## src/rtl/ascon_cmd_ctrl.sv

```systemverilog
// Command sequencer for ascon_core: decodes 32-bit instruction headers, routes the
// following data words to the core's key/bdi ports and buffers core output in a 2-entry FIFO.
module ascon_cmd_ctrl #(
    parameter int CCW        = 32,
    parameter int CCSW       = 32,
    parameter int WDT_CYCLES = 1024
) (
    input  logic            clk,
    input  logic            rst_n,
    input  logic [31:0]     cmd_data,
    input  logic            cmd_valid,
    output logic            cmd_ready,
    output logic [CCSW-1:0] key,
    output logic            key_valid,
    input  logic            key_ready,
    output logic [CCW-1:0]  bdi,
    output logic            bdi_valid,
    input  logic            bdi_ready,
    output logic [3:0]      bdi_type,
    output logic            bdi_eot,
    output logic            bdi_eoi,
    output logic [3:0]      bdi_valid_bytes,
    output logic            decrypt,
    output logic            hash,
    input  logic [CCW-1:0]  bdo,
    input  logic            bdo_valid,
    output logic            bdo_ready,
    input  logic [3:0]      bdo_type,
    input  logic            bdo_eot,
    input  logic            auth,
    input  logic            auth_valid,
    output logic            auth_ready,
    output logic [31:0]     out_data,
    output logic [3:0]      out_type,
    output logic            out_last,
    output logic            out_valid,
    input  logic            out_ready,
    output logic            auth_done,
    output logic            auth_ok,
    output logic            err,
    output logic            busy
);

    localparam logic [3:0] OP_DO_ENC   = 4'h0;
    localparam logic [3:0] OP_DO_DEC   = 4'h1;
    localparam logic [3:0] OP_DO_HASH  = 4'h2;
    localparam logic [3:0] OP_LD_KEY   = 4'h3;
    localparam logic [3:0] OP_LD_NONCE = 4'h4;
    localparam logic [3:0] OP_LD_AD    = 4'h5;
    localparam logic [3:0] OP_LD_PT    = 4'h6;
    localparam logic [3:0] OP_LD_CT    = 4'h7;
    localparam logic [3:0] OP_LD_TAG   = 4'h8;

    localparam logic [3:0] D_NULL  = 4'h0;
    localparam logic [3:0] D_NONCE = 4'hC;
    localparam logic [3:0] D_AD    = 4'h1;
    localparam logic [3:0] D_PTCT  = 4'h4;
    localparam logic [3:0] D_TAG   = 4'h8;

    localparam int              WDT_W    = $clog2(WDT_CYCLES);
    localparam logic [WDT_W-1:0] WDT_LAST = WDT_W'(WDT_CYCLES - 1);
    localparam int              ENT_W    = CCW + 5;

    typedef enum logic [1:0] {
        S_IDLE      = 2'd0,
        S_DATA      = 2'd1,
        S_WAIT_AUTH = 2'd2
    } state_t;

    function automatic logic [23:0] sat_sub4(input logic [23:0] c);
        return (c > 24'd4) ? (c - 24'd4) : 24'd0;
    endfunction

    function automatic logic [3:0] last_mask(input logic [23:0] c);
        return {c >= 24'd4, c >= 24'd3, c >= 24'd2, 1'b1};
    endfunction

    state_t            state_q, state_d;
    logic [3:0]        op_q, op_d;
    logic              eoi_q, eoi_d;
    logic [23:0]       cnt_q, cnt_d;
    logic              decrypt_q, decrypt_d;
    logic              hash_q, hash_d;
    logic              err_q, err_d;
    logic              auth_done_q, auth_done_d;
    logic              auth_ok_q, auth_ok_d;
    logic [WDT_W-1:0]  wdt_q, wdt_d;

    logic [1:0]        count_q, count_d;
    logic              wr_ptr_q, wr_ptr_d;
    logic              rd_ptr_q, rd_ptr_d;
    logic [ENT_W-1:0]  mem_q [2];

    logic in_idle, in_data, in_wait, is_key, last_beat;
    logic cmd_hs, auth_hs, push, pop, full;
    logic [3:0] hdr_op;
    logic [ENT_W-1:0] head;

    assign in_idle   = (state_q == S_IDLE);
    assign in_data   = (state_q == S_DATA);
    assign in_wait   = (state_q == S_WAIT_AUTH);
    assign is_key    = (op_q == OP_LD_KEY);
    assign last_beat = (cnt_q <= 24'd4);
    assign hdr_op    = cmd_data[31:28];

    // Core-facing handshake signals; ready outputs are held low while reset is asserted.
    always_comb begin
        cmd_ready       = 1'b0;
        key             = '0;
        key_valid       = 1'b0;
        bdi             = '0;
        bdi_valid       = 1'b0;
        bdi_type        = D_NULL;
        bdi_eot         = 1'b0;
        bdi_eoi         = 1'b0;
        bdi_valid_bytes = 4'h0;
        auth_ready      = rst_n & in_wait;
        if (in_idle) begin
            cmd_ready = rst_n;
        end else if (in_data) begin
            cmd_ready = is_key ? key_ready : bdi_ready;
            if (is_key) begin
                key       = cmd_data;
                key_valid = cmd_valid;
            end else begin
                bdi             = cmd_data;
                bdi_valid       = cmd_valid;
                bdi_eot         = last_beat;
                bdi_eoi         = last_beat & eoi_q;
                bdi_valid_bytes = last_beat ? last_mask(cnt_q) : 4'hF;
                case (op_q)
                    OP_LD_NONCE:         bdi_type = D_NONCE;
                    OP_LD_AD:            bdi_type = D_AD;
                    OP_LD_PT, OP_LD_CT:  bdi_type = D_PTCT;
                    OP_LD_TAG:           bdi_type = D_TAG;
                    default:             bdi_type = D_NULL;
                endcase
            end
        end
    end

    assign cmd_hs  = cmd_valid & cmd_ready;
    assign auth_hs = auth_valid & auth_ready;

    always_comb begin
        state_d     = state_q;
        op_d        = op_q;
        eoi_d       = eoi_q;
        cnt_d       = cnt_q;
        decrypt_d   = decrypt_q;
        hash_d      = hash_q;
        err_d       = err_q;
        auth_done_d = auth_done_q;
        auth_ok_d   = auth_ok_q;
        wdt_d       = wdt_q;
        case (state_q)
            S_IDLE: begin
                wdt_d = '0;
                if (cmd_hs) begin
                    case (hdr_op)
                        OP_DO_ENC, OP_DO_DEC, OP_DO_HASH: begin
                            decrypt_d   = (hdr_op == OP_DO_DEC);
                            hash_d      = (hdr_op == OP_DO_HASH);
                            err_d       = 1'b0;
                            auth_done_d = 1'b0;
                            auth_ok_d   = 1'b0;
                        end
                        OP_LD_KEY, OP_LD_NONCE, OP_LD_AD,
                        OP_LD_PT, OP_LD_CT, OP_LD_TAG: begin
                            op_d  = hdr_op;
                            eoi_d = cmd_data[24];
                            cnt_d = cmd_data[23:0];
                            if (cmd_data[23:0] != 24'd0) begin
                                state_d = S_DATA;
                            end
                        end
                        default: err_d = 1'b1;
                    endcase
                end
            end
            S_DATA: begin
                if (cmd_hs) begin
                    wdt_d = '0;
                    cnt_d = sat_sub4(cnt_q);
                    if (last_beat) begin
                        state_d = (is_key || op_q != OP_LD_TAG || !decrypt_q) ? S_IDLE : S_WAIT_AUTH;
                    end
                end else if (wdt_q == WDT_LAST) begin
                    err_d   = 1'b1;
                    state_d = S_IDLE;
                    cnt_d   = '0;
                    wdt_d   = '0;
                end else begin
                    wdt_d = wdt_q + 1'b1;
                end
            end
            S_WAIT_AUTH: begin
                if (auth_hs) begin
                    wdt_d       = '0;
                    auth_done_d = 1'b1;
                    auth_ok_d   = auth;
                    state_d     = S_IDLE;
                end else if (wdt_q == WDT_LAST) begin
                    err_d   = 1'b1;
                    state_d = S_IDLE;
                    cnt_d   = '0;
                    wdt_d   = '0;
                end else begin
                    wdt_d = wdt_q + 1'b1;
                end
            end
            default: state_d = S_IDLE;
        endcase
    end

    // Output FIFO: two registered entries, runs regardless of the sequencer state.
    assign full      = (count_q == 2'd2);
    assign bdo_ready = rst_n & ~full;
    assign out_valid = (count_q != 2'd0);
    assign push      = bdo_valid & bdo_ready;
    assign pop       = out_valid & out_ready;
    assign head      = mem_q[rd_ptr_q];
    assign out_data  = out_valid ? head[ENT_W-1:5] : '0;
    assign out_type  = out_valid ? head[4:1] : 4'h0;
    assign out_last  = out_valid & head[0];

    always_comb begin
        wr_ptr_d = push ? ~wr_ptr_q : wr_ptr_q;
        rd_ptr_d = pop ? ~rd_ptr_q : rd_ptr_q;
        case ({push, pop})
            2'b10:   count_d = count_q + 2'd1;
            2'b01:   count_d = count_q - 2'd1;
            default: count_d = count_q;
        endcase
    end

    always_ff @(posedge clk) begin
        if (push) begin
            mem_q[wr_ptr_q] <= {bdo, bdo_type, bdo_eot};
        end
    end

    always_ff @(posedge clk or negedge rst_n) begin
        if (!rst_n) begin
            state_q     <= S_IDLE;
            op_q        <= 4'h0;
            eoi_q       <= 1'b0;
            cnt_q       <= '0;
            decrypt_q   <= 1'b0;
            hash_q      <= 1'b0;
            err_q       <= 1'b0;
            auth_done_q <= 1'b0;
            auth_ok_q   <= 1'b0;
            wdt_q       <= '0;
            count_q     <= 2'd0;
            wr_ptr_q    <= 1'b0;
            rd_ptr_q    <= 1'b0;
        end else begin
            state_q     <= state_d;
            op_q        <= op_d;
            eoi_q       <= eoi_d;
            cnt_q       <= cnt_d;
            decrypt_q   <= decrypt_d;
            hash_q      <= hash_d;
            err_q       <= err_d;
            auth_done_q <= auth_done_d;
            auth_ok_q   <= auth_ok_d;
            wdt_q       <= wdt_d;
            count_q     <= count_d;
            wr_ptr_q    <= wr_ptr_d;
            rd_ptr_q    <= rd_ptr_d;
        end
    end

    assign decrypt   = decrypt_q;
    assign hash      = hash_q;
    assign err       = err_q;
    assign auth_done = auth_done_q;
    assign auth_ok   = auth_ok_q;
    assign busy      = ~in_idle;

endmodule

```

## config.mk

```make
export PLATFORM = sky130hd
export DESIGN_NAME = ascon_cmd_ctrl
export DESIGN_NICKNAME = d
export VERILOG_FILES = /design/src/rtl/ascon_cmd_ctrl.sv
export SDC_FILE = /design/constraint.sdc
export NUM_CORES = 1
export LEC_CHECK = 0
export CORE_MARGIN = 4
export CORE_UTILIZATION = 51
export DETAILED_ROUTE_END_ITERATION = 8
export PLACE_DENSITY = 0.9
export SLEW_MARGIN = 10
export SYNTH_ARGS = -nofsm -noshare
export SYNTH_HDL_FRONTEND = slang
export SYNTH_SLANG_ARGS = --single-unit
```

## constraint.sdc

```tcl
create_clock -name clk -period 5.8 [get_ports clk]
set_input_delay 1.45 -clock clk [delete_from_list [all_inputs] [get_ports clk]]
set_output_delay 1.45 -clock clk [all_outputs]
set_load 0.02 [all_outputs]
```

==> impl_metrics.ini <==
[status]
status = complete, no violations

[placement]
place_area_um2 = 8450
gp_congestion = 0.894
numPortBuffers = 199
dp.cells = 913
dp_hpwl_mm = 12.7
pre_cts_ws_ns = 1.30

[setup_path]
cp-end-kind = primary output
cp_cell_sequence = inv_1 -> ha_1 -> nor3b_1 -> nand2_1 -> a2111oi_4 -> and3_1 -> clkdlybuf4s50_1
worstSetupStartpointType = register
cpMaxStageDelayCell = a2111oi_4
critPathRequiredTime_ns = 4.35
slowest_delay_ns = 0.70
criticalPathCategory = reg -> out
arrival_ns = 3.52
path_max_fanout = 10

[final_layout]
area_growth_syn_to_layout_pct = 44.2
nets = 849
final_area_um2 = 9110
instances_no_fill = 945
drive_above_1_share = 0.0708
final_util = 0.755
antenna_cells = 0
nFillCells = 782

[yosys]
synth_common_cells = 74 x edfxtp_1, 70 x and2_1, 65 x nor2_1, 50 x dfrtp_1, 41 x mux2i_1
synth_top_area_frac = 0.352
ys.warnings.count = 0
synth_area_leader_cell = edfxtp_1
syn-cell-area_um2 = 6320
netlist_instances = 567
syn_avg_cell_area_um2 = 11.1
synth_flop_cell = edfxtp_1
yosysMostFrequentCell = edfxtp_1
yosys_register_bits = 124
synth_edf_count = 74
ys_seq_area_frac = 0.550
netlist_top_cells_area = edfxtp_1 35%, dfrtp_1 20%, and2_1 6.9%
async_flop_share = 0.403
synth_nets = 652
synth.distinct_cells = 64

[global_routing]
grt_pass1_wl_mm = 29.1
overflow = 0
grt_max_degree = 40
grt_pass1_vias = 5800
antenna_found_initial = 0
grt_use_total = 0.258

[routing]
ant_nets = 0
drtPass1Iterations = 5
post_drt_wl_per_cell_um = 19.3
routed_via_density = 5.74
wirelength_mm = 18.2
drc_errors = 0
vias = 5423
first_iter_violations = 483

[die]
rows = 40
die_area_um2 = 14200
coreArea_um2 = 12100
die_w_um = 119
top_level_ports = 201
die_h_um = 119
start_util = 0.524

[clocking]
worstSkewPairLatency_ns = 0.41
cts.clk_slew.worst_paths_ns = 0.06
cts_root_buf = clkbuf_16
cts_hold_buffers = 0
cts_setup_buffers = 0
cts_num_sinks = 124
cts_buffers = 17
ctsResizeCount = 0
cts_tree = built
clk_path_buf_depth = 2
cts_max_level = 4

[timing]
post-route-period-util = 0.857
fin_worst_skew_ns = 0.0151
hold_ws_ns = 0.484
finalHoldViolCount = 0
slew_headroom = 0.229
rsz0062_at_grt = no
worstMarginPinSlew_ns = 1.16
fmax_ghz = 0.201
setup-violations-final = 0
slew_violations = 0
tns_ns = 0
post-route-min-period_ns = 4.97
setup_ws_ns = 0.831

[pwr]
intPower_mw = 2.85
switching_share = 0.375
p_per_area_nw_per_um2 = 500
power_mw = 4.56
switching_power_mw = 1.71
p_clk_frac = 0.259
power_leakage_nw = 3.50
power_frac_seq = 0.305
comb_power_share = 0.436
ir_drop_mv = 0.215

[run]
cap_violations = 0

[worst_hold_path]
hp-class = reg -> reg
registers in the layout, indices dropped and copies added, names as in the netlist:
signal,count
cnt_q,24
auth_ok,1
hash,1
wdt_q,10
op_q,4
eoi_q,1
wr_ptr_q,1
count_q,2
err,1
auth_done,1
mem_q,74
state_q,2
decrypt,1
rd_ptr_q,1
path summary, 6_finish.rpt:
check,depth (start not counted),from,end,slack [ns]
setup reg to reg,8,cnt_q[2],cnt_q[7],2.30
hold reg to reg,1,wdt_q[6],wdt_q[6],0.48
max in group asynchronous,2,rst_n,cnt_q[14],3.90
min in group asynchronous,1,rst_n,hash,1.06
setup / recovery,7,cnt_q[2],bdi_eoi,0.83
hold / removal,1,wdt_q[6],wdt_q[6],0.48
per-layer routing:
layer,share of wire,GRT usage
met1,0.39,0.307
met2,0.50,0.437
met3,0.087,0.0831
met4,0.022,0.0931
met5,0,0
cells in the final DEF (no fill, tap or decap), drive strengths merged, types with 3 or more instances in the layout:
cell / count
clkdlybuf4s50: 198
edfxtp: 74
and2: 70
nor2: 65
dfrtp: 50
mux2i: 41
nand2: 22
inv: 22
nor3: 20
o21ai: 19
a21oi: 18
clkbuf: 18
nand3: 12
a221o: 11
and3: 10
nor4: 10
xnor2: 8
mux2: 8
ha: 7
buf: 7
a22oi: 6
a31oi: 5
a22o: 5
bufinv: 5
o211ai: 4
or2: 4
o21bai: 4
a21boi: 4
a32o: 3
a21o: 3
nand4: 3
nand2b: 3
o31ai: 3
or3: 3
cells by family after synthesis:
kind of cell    after synthesis  share of synthesized area
simple gates                236                      0.202
flops                       124                      0.550
compound gates               98                      0.113
mux                          49                     0.0792
buf+inv                      42                     0.0281
xor+xnor                     10                     0.0139
fa+ha+maj                     7                     0.0139
other cells                   1                   0.000593
cell type report:
cell class / instances / area, um^2 / share of cell area
flip-flops and latches: 124 / 3470 / 0.381
multi-input cells: 401 / 2680 / 0.294
repair buffers: 205 / 2030 / 0.223
clock inverters: 14 / 229 / 0.0251
inverters: 15 / 56.3 / 0.00618
clock buffers: 18 / 429 / 0.0471
well taps: 168 / 210 / 0.0231
power by group through the flow:
stage / Sequential (mW) / Combinational (mW) / Clock (mW)
global route: 1.42 / 2.13 / 1.25
finish: 1.39 / 1.98 / 1.18
CTS: 1.39 / 1.99 / 1.20
detailed placement: 1.40 / 1.96 / 0
global placement: 1.38 / 1.91 / 0
floorplan: 1.31 / 1.23 / 0
critical path, delay by kind of cell (launching register included):
| kind | cells | cell delay [ns] |
|---|---|---|
| simple gates | 3 | 1.07 |
| compound gates | 1 | 0.70 |
| flops | 1 | 0.42 |
| fa+ha+maj | 1 | 0.23 |
| buf+inv | 2 | 0.69 |
Power figures use the tool's default switching activity.
